===== src/rtl/vsc8541_pkg.sv =====
// Shared constants, FSM state type and frame payload for the VSC8541 MDIO master.
package vsc8541_pkg;

    localparam logic [1:0] ST_CODE  = 2'b01;
    localparam logic [1:0] OP_WRITE = 2'b01;
    localparam logic [1:0] OP_READ  = 2'b10;
    localparam logic [1:0] TA_WRITE = 2'b10;

    localparam int unsigned HDR_SLOTS  = 14;
    localparam int unsigned TA_SLOTS   = 2;
    localparam int unsigned DATA_SLOTS = 16;
    localparam int unsigned FRAME_W    = HDR_SLOTS + TA_SLOTS + DATA_SLOTS;

    typedef enum logic [2:0] {IDLE, PRE, HDR, TA, DATA} mdio_state_t;

    typedef struct packed {
        logic        write;
        logic [4:0]  phy_addr;
        logic [4:0]  reg_addr;
        logic [15:0] wdata;
    } mdio_req_t;

    // Post-preamble serial image; TA/DATA of a read are placeholders since oe is low there.
    function automatic logic [FRAME_W-1:0] build_frame(input mdio_req_t req);
        return {ST_CODE,
                req.write ? OP_WRITE : OP_READ,
                req.phy_addr,
                req.reg_addr,
                req.write ? TA_WRITE : 2'b11,
                req.write ? req.wdata : 16'hFFFF};
    endfunction

endpackage


===== src/rtl/vsc8541_mdio_mdc_gen.sv =====
// MDC divider: CLK_DIV cycles low then CLK_DIV cycles high per slot; parked low when disabled.
module mdc_gen #(
    parameter int unsigned CLK_DIV = 25
) (
    input  logic clk,
    input  logic i_nreset,
    input  logic en,
    output logic o_mdc,
    output logic slot_start_c,
    output logic rise_c
);

    localparam int unsigned PH_W    = $clog2(2 * CLK_DIV);
    localparam int unsigned PH_LAST = 2 * CLK_DIV - 1;

    logic [PH_W-1:0] ph;
    logic [PH_W-1:0] ph_nxt;

    // Phase advance with wrap at the end of a slot
    always_comb begin
        ph_nxt = ph + PH_W'(1);
        if (ph == PH_W'(PH_LAST)) begin
            ph_nxt = '0;
        end
    end

    // Phase counter and registered MDC level for the upcoming cycle
    always_ff @(posedge clk or negedge i_nreset) begin
        if (!i_nreset) begin
            ph    <= '0;
            o_mdc <= 1'b0;
        end else if (en) begin
            ph    <= ph_nxt;
            o_mdc <= (ph_nxt >= PH_W'(CLK_DIV));
        end else begin
            ph    <= '0;
            o_mdc <= 1'b0;
        end
    end

    // slot_start_c marks the edge that opens the next slot; rise_c the first MDC-high cycle
    assign slot_start_c = en && (ph == PH_W'(PH_LAST));
    assign rise_c       = en && (ph == PH_W'(CLK_DIV));

endmodule


===== src/rtl/vsc8541_mdio.sv =====
// Clause-22 MDIO master: one read or write frame per accepted request.
module vsc8541_mdio
    import vsc8541_pkg::*;
#(
    parameter int unsigned CLK_DIV = 25,
    parameter int unsigned PRE_LEN = 32
) (
    input  logic        clk,
    input  logic        i_nreset,
    input  logic        i_start,
    input  logic        i_write,
    input  logic [4:0]  i_phy_addr,
    input  logic [4:0]  i_reg_addr,
    input  logic [15:0] i_wdata,
    output logic        o_busy,
    output logic        o_done,
    output logic [15:0] o_rdata,
    output logic        o_rd_err,
    output logic        o_mdc,
    output logic        o_mdio_out,
    output logic        o_mdio_oe,
    input  logic        i_mdio_in
);

    localparam int unsigned CNT_W    = 6;
    localparam int unsigned PRE_LAST = (PRE_LEN > 0) ? PRE_LEN - 1 : 0;

    mdio_state_t        state;
    logic [CNT_W-1:0]   cnt;
    logic [FRAME_W-1:0] tx;
    logic [15:0]        rx;
    logic               is_wr;
    logic               ta_bit;
    logic               sync1;
    logic               sync2;
    logic               slot_start_c;
    logic               rise_c;
    mdio_req_t          req_c;
    logic [FRAME_W-1:0] frame_c;

    assign req_c   = '{write: i_write, phy_addr: i_phy_addr, reg_addr: i_reg_addr, wdata: i_wdata};
    assign frame_c = build_frame(req_c);

    mdc_gen #(.CLK_DIV(CLK_DIV)) u_mdc_gen (
        .clk          (clk),
        .i_nreset     (i_nreset),
        .en           (o_busy),
        .o_mdc        (o_mdc),
        .slot_start_c (slot_start_c),
        .rise_c       (rise_c)
    );

    // Two-flop synchronizer for the asynchronous pad input (idles high like the pull-up)
    always_ff @(posedge clk or negedge i_nreset) begin
        if (!i_nreset) begin
            sync1 <= 1'b1;
            sync2 <= 1'b1;
        end else begin
            sync1 <= i_mdio_in;
            sync2 <= sync1;
        end
    end

    // Frame sequencer: accept, slot-by-slot drive, sampling and completion
    always_ff @(posedge clk or negedge i_nreset) begin
        if (!i_nreset) begin
            state      <= IDLE;
            cnt        <= '0;
            tx         <= '0;
            rx         <= '0;
            is_wr      <= 1'b0;
            ta_bit     <= 1'b0;
            o_busy     <= 1'b0;
            o_done     <= 1'b0;
            o_rdata    <= '0;
            o_rd_err   <= 1'b0;
            o_mdio_out <= 1'b1;
            o_mdio_oe  <= 1'b0;
        end else begin
            o_done <= 1'b0;
            if (state == IDLE) begin
                if (i_start) begin
                    is_wr     <= i_write;
                    o_rd_err  <= 1'b0;
                    o_busy    <= 1'b1;
                    o_mdio_oe <= 1'b1;
                    cnt       <= '0;
                    if (PRE_LEN != 0) begin
                        state      <= PRE;
                        tx         <= frame_c;
                        o_mdio_out <= 1'b1;
                    end else begin
                        state      <= HDR;
                        tx         <= {frame_c[FRAME_W-2:0], 1'b0};
                        o_mdio_out <= frame_c[FRAME_W-1];
                    end
                end
            end else begin
                if (rise_c) begin
                    if (state == TA && cnt == CNT_W'(TA_SLOTS - 1)) begin
                        ta_bit <= sync2;
                    end
                    if (state == DATA) begin
                        rx <= {rx[14:0], sync2};
                    end
                end
                if (slot_start_c) begin
                    cnt <= cnt + CNT_W'(1);
                    case (state)
                        PRE: begin
                            if (cnt == CNT_W'(PRE_LAST)) begin
                                state      <= HDR;
                                cnt        <= '0;
                                o_mdio_out <= tx[FRAME_W-1];
                                tx         <= {tx[FRAME_W-2:0], 1'b0};
                            end
                        end
                        HDR: begin
                            tx         <= {tx[FRAME_W-2:0], 1'b0};
                            o_mdio_out <= tx[FRAME_W-1];
                            if (cnt == CNT_W'(HDR_SLOTS - 1)) begin
                                state <= TA;
                                cnt   <= '0;
                                if (!is_wr) begin
                                    o_mdio_oe  <= 1'b0;
                                    o_mdio_out <= 1'b1;
                                end
                            end
                        end
                        TA: begin
                            tx <= {tx[FRAME_W-2:0], 1'b0};
                            if (is_wr) begin
                                o_mdio_out <= tx[FRAME_W-1];
                            end
                            if (cnt == CNT_W'(TA_SLOTS - 1)) begin
                                state <= DATA;
                                cnt   <= '0;
                            end
                        end
                        DATA: begin
                            tx <= {tx[FRAME_W-2:0], 1'b0};
                            if (is_wr) begin
                                o_mdio_out <= tx[FRAME_W-1];
                            end
                            if (cnt == CNT_W'(DATA_SLOTS - 1)) begin
                                state      <= IDLE;
                                cnt        <= '0;
                                o_busy     <= 1'b0;
                                o_done     <= 1'b1;
                                o_mdio_oe  <= 1'b0;
                                o_mdio_out <= 1'b1;
                                if (!is_wr) begin
                                    o_rdata  <= rx;
                                    o_rd_err <= ta_bit;
                                end
                            end
                        end
                        default: ;
                    endcase
                end
            end
        end
    end

endmodule


===== config.mk =====
export PLATFORM = sky130hd
export DESIGN_NAME = vsc8541_mdio
export DESIGN_NICKNAME = d
export VERILOG_FILES = /design/src/rtl/vsc8541_pkg.sv /design/src/rtl/vsc8541_mdio_mdc_gen.sv /design/src/rtl/vsc8541_mdio.sv
export SDC_FILE = /design/constraint.sdc
export NUM_CORES = 1
export LEC_CHECK = 0
export CORE_ASPECT_RATIO = 1.75
export CORE_MARGIN = 1.5
export CORE_UTILIZATION = 45
export DETAILED_ROUTE_END_ITERATION = 6
export HOLD_SLACK_MARGIN = 0.03
export PLACE_DENSITY_LB_ADDON = 0.12
export SYNTH_ARGS = -nofsm -noshare
export SYNTH_HDL_FRONTEND = slang
export SYNTH_SLANG_ARGS = --single-unit

===== constraint.sdc =====
create_clock -name clk -period 3.2 [get_ports clk]
set_input_delay 0.64 -clock clk [delete_from_list [all_inputs] [get_ports clk]]
set_output_delay 0.64 -clock clk [all_outputs]
set_load 0.02 [all_outputs]

# Word level (Yosys, flattened, before mapping)
# Cells that the tools add are included.
[totals] ff_bits=89 in_bits=31 out_inout_bits=22 elab_cells=115
[op_classes] n_addsub=2 order_cmp=1 n_eq_ne=17 n_mux=55 n_bitwise=2 n_reduce_logical=22
[ops] cell="32-bit 2-to-1 mux" count=4
[ops] cell="32-bit case mux with 2 select lines" count=1
[ops] cell="6-bit 2-to-1 mux" count=9
[ops] cell="1-bit 2-to-1 mux" count=28
[ops] cell="6-bit case mux with 4 select lines" count=1
[ops] cell="3-bit 2-to-1 mux" count=7
[ops] cell="16-bit 2-to-1 mux" count=1
[ops] cell="6-bit by 1-bit adder with 6-bit output, second input constant" count=2
[ops] cell="6-bit by 4-bit == test with 1-bit output, second input constant" count=2
[ops] cell="6-bit by 5-bit == test with 1-bit output, second input constant" count=2
[ops] cell="3-bit case mux with 4 select lines" count=1
[ops] cell="4-bit AND reduction" count=3
[ops] cell="5-bit AND reduction" count=2
[ops] cell="3-bit != test, second input constant" count=3
[ops] cell="7-bit AND reduction" count=1
[ops] cell="3-bit by 2-bit == test with 1-bit output, second input constant" count=2
[ops] cell="6-bit by 1-bit == test with 1-bit output, second input constant" count=1
[ops] cell="6-bit == test, second input constant" count=1
[ops] cell="6-bit by 5-bit greater-or-equal comparator with 1-bit output, second input constant" count=1
[ops] cell="3-bit by 2-bit != test with 1-bit output, second input constant" count=2
[ops] cell="3-bit AND reduction" count=2
[ops] cell="6-bit AND reduction" count=1
[ops] cell="2-bit nonzero test" count=3
[ops] cell="3-bit nonzero test" count=2
[ops] cell="other kinds (13)" count=17

# Longest topological paths before layout
# Gate-level depths: netlist of run 1.
[depth] ltp_word=5 depth_mapped=10

# By module
# Synthesis of run 1 repeated with hierarchy kept, for this count alone.
[unflattened] cells_unflattened=382 area_unflattened_um2=4112.7
[by_module_without_submodules] mod="vsc8541_mdio" instances=1 cells_each=345 area_each_um2=3709.8
[by_module_without_submodules] mod="mdc_gen" instances=1 cells_each=37 area_each_um2=402.9

# Worst setup path after synthesis of run 1
# No wires, ideal clock.
[synth_path] path_kind="reg-to-reg" startpoint="register u_mdc_gen.ph[1]" endpoint="register rx[10]" setup_time_ns=0.125 t_arrival_ns=1.871 required_ns=3.075 path_slack_ns=1.204 stages_incl_launch_ff=9 synth_period_minus_slack_ns=1.996 cell_sequence="dfrtp_1 inv_1 ha_1 and3b_1 buf_6 nand4b_1 nor3_2 buf_6 mux2_2"
[synth_via] elab_chain_cells=3
[synth_rtl] element="start, declared" line_no="vsc8541_mdio_mdc_gen.sv:16" source="logic [PH_W-1:0] ph;"
[synth_rtl] element="start signal, assigned" line_no="vsc8541_mdio_mdc_gen.sv:33" source="ph <= ph_nxt;"
[synth_rtl] element="6-bit by 5-bit == test with 1-bit output" line_no="vsc8541_mdio_mdc_gen.sv:43" source="assign rise_c = en && (ph == PH_W'(CLK_DIV));"
[synth_rtl] element="1-bit logical AND" line_no="vsc8541_mdio_mdc_gen.sv:43"
[synth_rtl] element="3-bit AND reduction (no line)"
[synth_rtl] element="end signal, assigned" line_no="vsc8541_mdio.sv:104" source="rx <= {rx[14:0], sync2};"
[synth_rtl] element="end, declared" line_no="vsc8541_mdio.sv:31" source="logic [15:0] rx;"
# Every way passes these cells.
# A chain may end at the register's enable or synchronous reset.

# Final worst setup path of run 1
[layout_path] startpoint="register u_mdc_gen.ph[1]" endpoint="register tx[20]"
[layout_via] elab_chain_cells=4
[layout_rtl] element="6-bit == test" line_no="vsc8541_mdio_mdc_gen.sv:42" source="assign slot_start_c = en && (ph == PH_W'(PH_LAST));"
[layout_rtl] element="1-bit logical AND" line_no="vsc8541_mdio_mdc_gen.sv:42"
[layout_rtl] element="2-bit nonzero test (no line)"
[layout_rtl] element="4-bit AND reduction (no line)"
[layout_rtl] element="end signal, assigned" line_no="vsc8541_mdio.sv:90" source="tx <= frame_c;"
[layout_rtl] element="end signal, assigned" line_no="vsc8541_mdio.sv:94" source="tx <= {frame_c[FRAME_W-2:0], 1'b0};"
[layout_rtl] element="end signal, assigned" line_no="vsc8541_mdio.sv:115" source="tx <= {tx[FRAME_W-2:0], 1'b0};"
[layout_rtl] element="end, declared" line_no="vsc8541_mdio.sv:30" source="logic [FRAME_W-1:0] tx;"
# Every way passes these cells.

==> results of run 1 <==
-- through the flow --
stage	power, mW	hold WS [ps]	std cells	setup slack [ps]	area (um^2)
finish	2.37	274	567	893	5080
global route	2.48	301	567	700	5080
CTS	2.40	288	567	880	5080
detailed placement	1.42	353	551	762	4800
global placement	1.41	348	551	822	4800
floorplan	1.33	344	396	1200	4230
-- critical path, cell delays in order, from the launching register on --
cell,delay [ps]
dfrtp_1,410
inv_1,90
ha_1,140
and3b_1,330
nand3_4,220
o32a_2,550
buf_4,260
nand2_1,100
o21ai_0,80
-- layer usage --
metal | vias up | share of wire (%)
met2 | 65 | 54
li1 | 1492 | -
met5 | - | 0
met1 | 1475 | 40
met3 | 20 | 3.5
met4 | 0 | 2.7
-- cells by family (layout without fill, tap and decap cells) --
kind of cell,Yosys count,after routing,synth area share [%]
simple gates,121,121,14.7
buf+inv,36,87,4.94
flops,89,89,52.8
fa+ha+maj,5,5,1.48
xor+xnor,6,6,1.24
compound gates,95,95,13.4
mux,44,44,11.4
-- registers in the layout, summed over array words and instances (netlist names) --
register         cells
o_rd_err             1
sync2                1
o_busy               1
u_mdc_gen.ph         6
is_wr                1
sync1                1
state                3
u_mdc_gen.o_mdc      1
o_mdio_out           1
o_done               1
cnt                  6
o_mdio_oe            1
rx                  16
o_rdata             16
ta_bit               1
tx                  32
-- final timing paths --
check	startpoint	endpoint	slack, ps	depth (start not counted)
hold reg to reg	sync1$_DFF_PN1_	sync2$_DFF_PN1_	360	0
max in group asynchronous	i_nreset	sync2$_DFF_PN1_	2250	2
min in group clk	sync1$_DFF_PN1_	sync2$_DFF_PN1_	360	0
setup reg to reg	u_mdc_gen.ph[1]$_DFF_PN0_	tx[20]$_DFFE_PN0P_	890	8
hold / removal	i_nreset	u_mdc_gen.ph[1]$_DFF_PN0_	270	1
setup / recovery	u_mdc_gen.ph[1]$_DFF_PN0_	tx[20]$_DFFE_PN0P_	890	8
-- report_power, final --
| part | switching, mW | internal, mW |
|---|---|---|
| logic | 0.0793 | 0.0846 |
| registers | 0.0402 | 1.19 |
| clock network | 0.400 | 0.568 |
-- area by class of cell --
class / instances / area [um^2] / share of cell area, %
Clock buffer: 14 / 264 / 5.20
Clock inverter: 2 / 12.5 / 0.246
Inverter: 11 / 41.3 / 0.813
Multi-Input combinational cell: 271 / 1790 / 35.2
Sequential cell: 89 / 2230 / 43.9
Tap cell: 120 / 150 / 2.96
Timing Repair Buffer: 60 / 591 / 11.6
-- layout by cell type, fill, tap and decap left out, types with 4 or more instances in the layout --
master / netlist / final
a21oi_1: 7 / 7
and3_1: 6 / 6
buf_4: 6 / 8
clkbuf_16: 0 / 9
clkdlybuf4s50_1: 0 / 51
dfrtp_1: 86 / 86
ha_1: 5 / 5
inv_1: 11 / 11
mux2_2: 34 / 34
mux2i_1: 10 / 10
nand2_1: 51 / 51
nand3_1: 6 / 6
nor2_1: 17 / 17
nor3_1: 4 / 4
o21ai_0: 62 / 62
o31ai_1: 5 / 5
or3_1: 16 / 16
==> impl_metrics.toml, run 1 <==
[timing]
drv_slew = 0
tightest_slew_ps = 500
slew-limit-headroom_pct = 66.7
fin_setup_tns_ps = 0
hold_viol = 0
rsz0062_at_grt = "false"
fmax_mhz = 434
fin_crit_ps = 2310
skew_ps = 7.51
setup_viol = 0
min_period_over_period_pct = 72.1

[global_routing]
grt_pass1_vias = 3173
antenna_found_initial = 0
grt_overflow = 0
grtUsageMet2_pct = 33.9
grt_pass1_wl_um = 15000
track_usage_pct = 18.8
grt.met3_usage_pct = 3.61
grt-busiest-layer = "met2"
met1_usage_pct = 20.3
grt_max_degree = 55

[setup_path]
crit_path_end_kind = "flop"
worst_ep_required_time_ps = 3410
cp_data_arrival_time_ps = 2520
setup.worst_path.class = "flop to flop"
cp_max_fo = 32
start_kind = "flop"

[routing]
vias_per_cell = 5.38
num_vias = 3052
wirelength_um = 8830
drtAntennaViolNets = 0
firstDrtPassIters = 4
drc = 0
avgRoutedWirePerCell_um = 15.6
drt_iter0_markers = 82

[die]
die_x_um = 76.3
std_cell_rows = 46
io_pins = 53
die_h_um = 131
core_mm2 = 0.00909
dieArea_mm2 = 0.0100
initial_core_util_pct = 46.5

[final_layout]
area.growth.synth_to_final_pct = 20.1
fill_cells = 849
n_antenna_cell = 0
fin_nets = 478
final_util_pct = 55.8
drive_gt1_share_pct = 15.0

[place]
io_buffers = 52
place.gp.congestion = 0.868
dp_hpwl_um = 6210

[logic_synthesis]
synth_area_per_cell_um2 = 10.7
synthCells = 396
yosys.area.top_type_share_pct = 50.9
syn-cell-area_mm2 = 0.00423
yosysSeqAreaShare_pct = 52.8
yosysWarnings = 0
ys_seq_elements = 89
synth_most_common_cell = "dfrtp_1"
ys_async_sr_fraction_pct = 100
synth_edf_count = 0
synthTopCellsByArea = "dfrtp_1, mux2_2, o21ai_0, nand2_1, mux2i_1"
synth.distinct_cells = 51
syn-num-nets = 432
synth.largest_area_cell = "dfrtp_1"
synth-main-ff-cell = "dfrtp_1"
yosys-top-cells-count = "dfrtp_1, o21ai_0, nand2_1"

[clocking]
htree_num_levels = 3
holdBufCountCts = 0
clockRootBuffer = "clkbuf_16"
cts_tree = "built"
post_cts_resized = 0
cts.sinks = 89
clk_pin_slew_worst_paths_ps = 60
postCtsSetupRepairBufs = 0
clock_latency_ps = 330
clk_path_buf_depth = 2
cts_buffers = 9

[flow_run]
drv_cap = 0

[worst_hold_path]
hold_class = "input port to async pin"

[power]
p_leak_nw = 2.31
power_density_mw_per_mm2 = 466
peakVddDrop_v = 0.000356

[outcome]
status = "finished, final reports clean"
No activity file was read; power rests on OpenSTA's default activity.
==> inputs of run 2 (changes only) <==
clock period = 2.2 ns   (was 3.2 ns; I/O delays follow)
==> run 2 against run 1 <==
Effect of this change:
- register-to-register slack lost 730 ps
- critical path depth shrank 2
- final area grew 2.6%
- clock skew shrank 3.4 ps
- maximum frequency grew 13%
- core utilization grew 1.4 points
- cell count grew 1.6%
- combinational power grew 47%
- clock-buffer cell count shrank 3
- flip-flop and latch count is the same
- die area is the same
==> impl_metrics.toml, run 2 (synthesis results as in run 1) <==
[outcome]
status = "finished, final reports clean"

[final_layout]
multi_input_area_mm2 = 0.00179
regArea_mm2 = 0.00223
final_common_cell = "dfrtp_1"
regMostFlops = "tx"
largest_registers = "tx x32, o_rdata x16, rx x16"
largest_reg_flops = 32
n_antenna_cell = 0
drive_gt1_share_pct = 17.5
fin_nets = 487
fill_cells = 844
area.growth.synth_to_final_pct = 23.2
final_cell_mix = "dfrtp_1, o21ai_0, nand2_1, clkdlybuf4s50_1, mux2_2"

[timing]
drv_slew = 0
fin_ws_ps = 162
fin_crit_ps = 2040
setup_viol = 0
skew_ps = 4.09
hold_viol = 0
fin_setup_tns_ps = 0
fmax_mhz = 491
slew-limit-headroom_pct = 69.1
rsz0062_at_grt = "false"
min_period_over_period_pct = 92.6
tightest_slew_ps = 462

[die]
die_x_um = 76.3
die_h_um = 131
std_cell_rows = 46
dieArea_mm2 = 0.0100
io_pins = 53
initial_core_util_pct = 46.5
core_mm2 = 0.00909

[place]
io_buffers = 52
place.gp.congestion = 0.871
dp_hpwl_um = 6420
place_ws_ps = 134

[power]
report.power.total_mw = 3.56
p_leak_nw = 2.38
peakVddDrop_v = 0.000475
power_density_mw_per_mm2 = 683

[setup_path]
critPathMaxStageDelay_ps = 410
start_kind = "flop"
setup.worst_path.class = "flop to flop"
cp_slowest_cell = "dfrtp_1"
cp_data_arrival_time_ps = 2260
worst_ep_required_time_ps = 2420
crit_path_cell_trace = "ha_2, and3_1, nand4_1, nor3_4, buf_12, mux2_2"
cp_max_fo = 18
crit_path_end_kind = "flop"

[routing]
drt_iter0_markers = 171
wirelength_um = 9020
drtAntennaViolNets = 0
vias_per_cell = 5.42
num_vias = 3121
firstDrtPassIters = 4
avgRoutedWirePerCell_um = 15.7
drc = 0

[global_routing]
antenna_found_initial = 0
track_usage_pct = 19.4
grt_pass1_wl_um = 15500
grt_pass1_vias = 3216
grt_max_degree = 51
grt_overflow = 0

[worst_hold_path]
hold_class = "input port to async pin"

[clocking]
holdBufCountCts = 0
clk_path_buf_depth = 2
cts.sinks = 89
clockRootBuffer = "clkbuf_16"
clock_latency_ps = 330
clk_pin_slew_worst_paths_ps = 60
htree_num_levels = 3
cts_tree = "built"
cts_buffers = 9

[flow_run]
drv_cap = 0
[run 2: cell types whose count changed in the layout (fill, tap and decap cells not counted), sizes merged]
cell,before,now
buf,9,18
bufinv,0,1
clkinvlp,1,2
clkbuf,14,11
clkinv,1,2
[run 2: repair_timing]
item	4_1_cts	5_1_grt
setup endpoints to repair	0	13
resized for setup	0	2
buffers inserted	0	0
[run 2: final cells by class]
class	count	share of cell area, %
Clock buffer	11	4.66
Clock inverter	5	1.06
Timing Repair Buffer	69	13.4
Inverter	11	0.793
Multi-Input combinational cell	271	34.4
Tap cell	120	2.88
Sequential cell	89	42.9
[run 2: worst paths after layout]
| check | slack, ps | startpoint | end | cells after the start |
|---|---|---|---|---|
| min in group clk | 360 | sync1$_DFF_PN1_ | sync2$_DFF_PN1_ | 0 |
| hold reg to reg | 360 | sync1$_DFF_PN1_ | sync2$_DFF_PN1_ | 0 |
| max in group asynchronous | 1520 | i_nreset | tx[25]$_DFFE_PN0P_ | 2 |
| setup reg to reg | 160 | cnt[0]$_DFFE_PN0P_ | o_rdata[11]$_DFFE_PN0P_ | 6 |
| hold / removal | 40 | i_nreset | u_mdc_gen.o_mdc$_DFF_PN0_ | 1 |
| setup / recovery | 160 | cnt[0]$_DFFE_PN0P_ | o_rdata[11]$_DFFE_PN0P_ | 6 |
[run 2: power breakdown]
| part | total [mW] | internal, mW | switching [mW] |
|---|---|---|---|
| Clock | 1.52 | 0.907 | 0.613 |
| Combinational | 0.241 | 0.125 | 0.117 |
| Sequential | 1.80 | 1.74 | 0.0604 |
| Total | 3.56 | 2.77 | 0.790 |
[run 2: through the flow]
stage	cell area (um^2)	util (%)	hold WS [ps]	std cells
final	5210	57.3	35.8	576
after floorplan	4230	-	144	396
after global routing	5210	57.3	53.3	576
after CTS	5200	57.2	37.5	576
after global placement	4900	53.9	348	560
after detailed placement	4900	53.9	350	560
[run 2: critical path: cells and delay by family (launching register included)]
family | cells | cell delay (ps)
simple gates | 3 | 730
buf+inv | 1 | 190
flops | 1 | 410
mux | 1 | 350
fa+ha+maj | 1 | 250
[run 2: metal layers]
metal / GRT usage (%) / vias up / share of wire, %
met1: 22.4 / 1516 / 41
met4: 9.88 / 0 / 3.0
met5: 0 / - / 0
met2: 33.7 / 74 / 52
li1: - / 1511 / -
met3: 3.82 / 20 / 3.7
==> inputs of run 3 (changes only) <==
--- a/config.mk
+++ b/config.mk
@@ -8,3 +8,3 @@
 export CORE_ASPECT_RATIO = 1.75
-export CORE_MARGIN = 1.5
+export CORE_MARGIN = 2
 export CORE_UTILIZATION = 45
==> constraint.sdc (replaced) <==
create_clock -name clk -period 2.2 [get_ports clk]
set_input_delay 0.33 -clock clk [delete_from_list [all_inputs] [get_ports clk]]
set_output_delay 0.33 -clock clk [all_outputs]
set_load 0.02 [all_outputs]
==> run 3 against run 2 <==
Effect of this change:
- combinational power barely moved
- largest power group unchanged
- via count barely moved
- clock-buffer cell count fell by 1
- clock power rose by 3%
- first-iteration DRC count fell by 30%
==> impl_metrics.toml, run 3 (synthesis results as in run 1) <==
[final_layout]
drive_gt1_share_pct = 17.0
n_antenna_cell = 0
fin_nets = 485
largest_registers = "tx x32, o_rdata x16, rx x16"
largest_reg_flops = 32
final_common_cell = "dfrtp_1"
final_cell_mix = "dfrtp_1, o21ai_0, nand2_1, clkdlybuf4s50_1, mux2_2"
final_util_pct = 57.2
regMostFlops = "tx"
fin_area_mm2 = 0.00520
fill_cells = 826
area.growth.synth_to_final_pct = 23.0

[clocking]
postCtsSetupRepairBufs = 0
htree_num_levels = 3
clk_pin_slew_worst_paths_ps = 60
cts_tree = "built"
cts_buffers = 9
clk_path_buf_depth = 2
clockRootBuffer = "clkbuf_16"
cts.sinks = 89
clock_latency_ps = 330

[place]
place.gp.congestion = 0.883
io_buffers = 52
dp_hpwl_um = 6560
placedInstanceArea_mm2 = 0.00487

[die]
die_x_um = 77.3
dieArea_mm2 = 0.0102
die_h_um = 132
io_pins = 53
initial_core_util_pct = 46.5
core_mm2 = 0.00909
std_cell_rows = 46

[power]
power_density_mw_per_mm2 = 692
p_leak_nw = 2.37
peakVddDrop_v = 0.000529
report.power.total_mw = 3.60

[setup_path]
worst_ep_required_time_ps = 2420
crit_start = "state[0]$_DFFE_PN0P_"
crit_path_end_kind = "flop"
r2r-start = "state[0]$_DFFE_PN0P_"
setup.worst_path.class = "flop to flop"
cp_data_arrival_time_ps = 2290
start_kind = "flop"
cp_max_fo = 18

[worst_hold_path]
hold_class = "flop to flop"
hold_start = "sync1$_DFF_PN1_"

[global_routing]
grt_max_degree = 65
grt-busiest-layer = "met2"
antenna_found_initial = 0
grtUsageMet2_pct = 33.3
met1_usage_pct = 21.1
grt_pass1_wl_um = 15300
grt_overflow = 0
track_usage_pct = 18.9
grt.met3_usage_pct = 3.77
grt_pass1_vias = 3240

[timing]
fin_crit_ps = 2070
skew_ps = 6.26
hold_viol = 0
slew-limit-headroom_pct = 66.1
fin_setup_tns_ps = 0
drv_slew = 0
tightest_slew_ps = 507
setup_viol = 0
rsz0062_at_grt = "false"
min_period_over_period_pct = 94.2
fmax_mhz = 482

[outcome]
status = "finished, final reports clean"

[routing]
drtAntennaViolNets = 0
vias_per_cell = 5.44
drt_iter0_markers = 120
wirelength_um = 9130
firstDrtPassIters = 4
num_vias = 3123
drc = 0
avgRoutedWirePerCell_um = 15.9

[flow_run]
drv_cap = 0
run 3: routing by layer:
metal	wire, um	up-vias
li1	-	1510
met1	3680	1538
met2	4900	55
met3	288	20
met4	255	0
met5	0	-
run 3: worst paths after layout:
path / to / slack, ps / depth (start not counted)
max: o_rdata[13]$_DFFE_PN0P_ / 130 / 5
min: sync2$_DFF_PN1_ / 360 / 0
max reg2reg: o_rdata[13]$_DFFE_PN0P_ / 130 / 5
min reg2reg: sync2$_DFF_PN1_ / 360 / 0
max in group asynchronous: sync2$_DFF_PN1_ / 1020 / 3
min in group asynchronous: tx[5]$_DFFE_PN0P_ / 490 / 2
run 3: layout make-up:
cell class / count / area, um^2 / share of cell area [%]
clock buffer: 10 / 239 / 4.60
tap: 120 / 150 / 2.89
sequential: 89 / 2230 / 42.9
inverter: 11 / 41.3 / 0.794
clock inverter: 6 / 66.3 / 1.28
timing repair buffer: 67 / 671 / 12.9
multi-input combinational: 271 / 1800 / 34.6
run 3: stage by stage:
stage	hold WS (ps)	setup slack [ps]	instances
after floorplan	34.4	204	396
after global placement	304	159	557
after detailed placement	306	73.6	557
after CTS	357	13.7	574
after global routing	359	11.7	574
final	355	127	574
run 3: critical path: stages (launching register included):
cell and delay, ps:
dfrtp_1 560, nor2_1 310, nand4_1 280, nor3_4 270, buf_12 190, mux2_2 340
run 3: power by group:
| group | leakage, nW | switching [mW] | internal, mW |
|---|---|---|---|
| clock | 0.141 | 0.646 | 0.913 |
| combinational | 1.10 | 0.119 | 0.125 |
| sequential | 1.13 | 0.0583 | 1.73 |
| total | 2.37 | 0.823 | 2.77 |
run 3: timing repair:
item | 4_1_cts | 5_1_grt
gates resized for setup | 0 | 3
hold buffers | 1 | 0
hold endpoints to repair | 29 | 0
endpoints found under the setup margin | 0 | 48
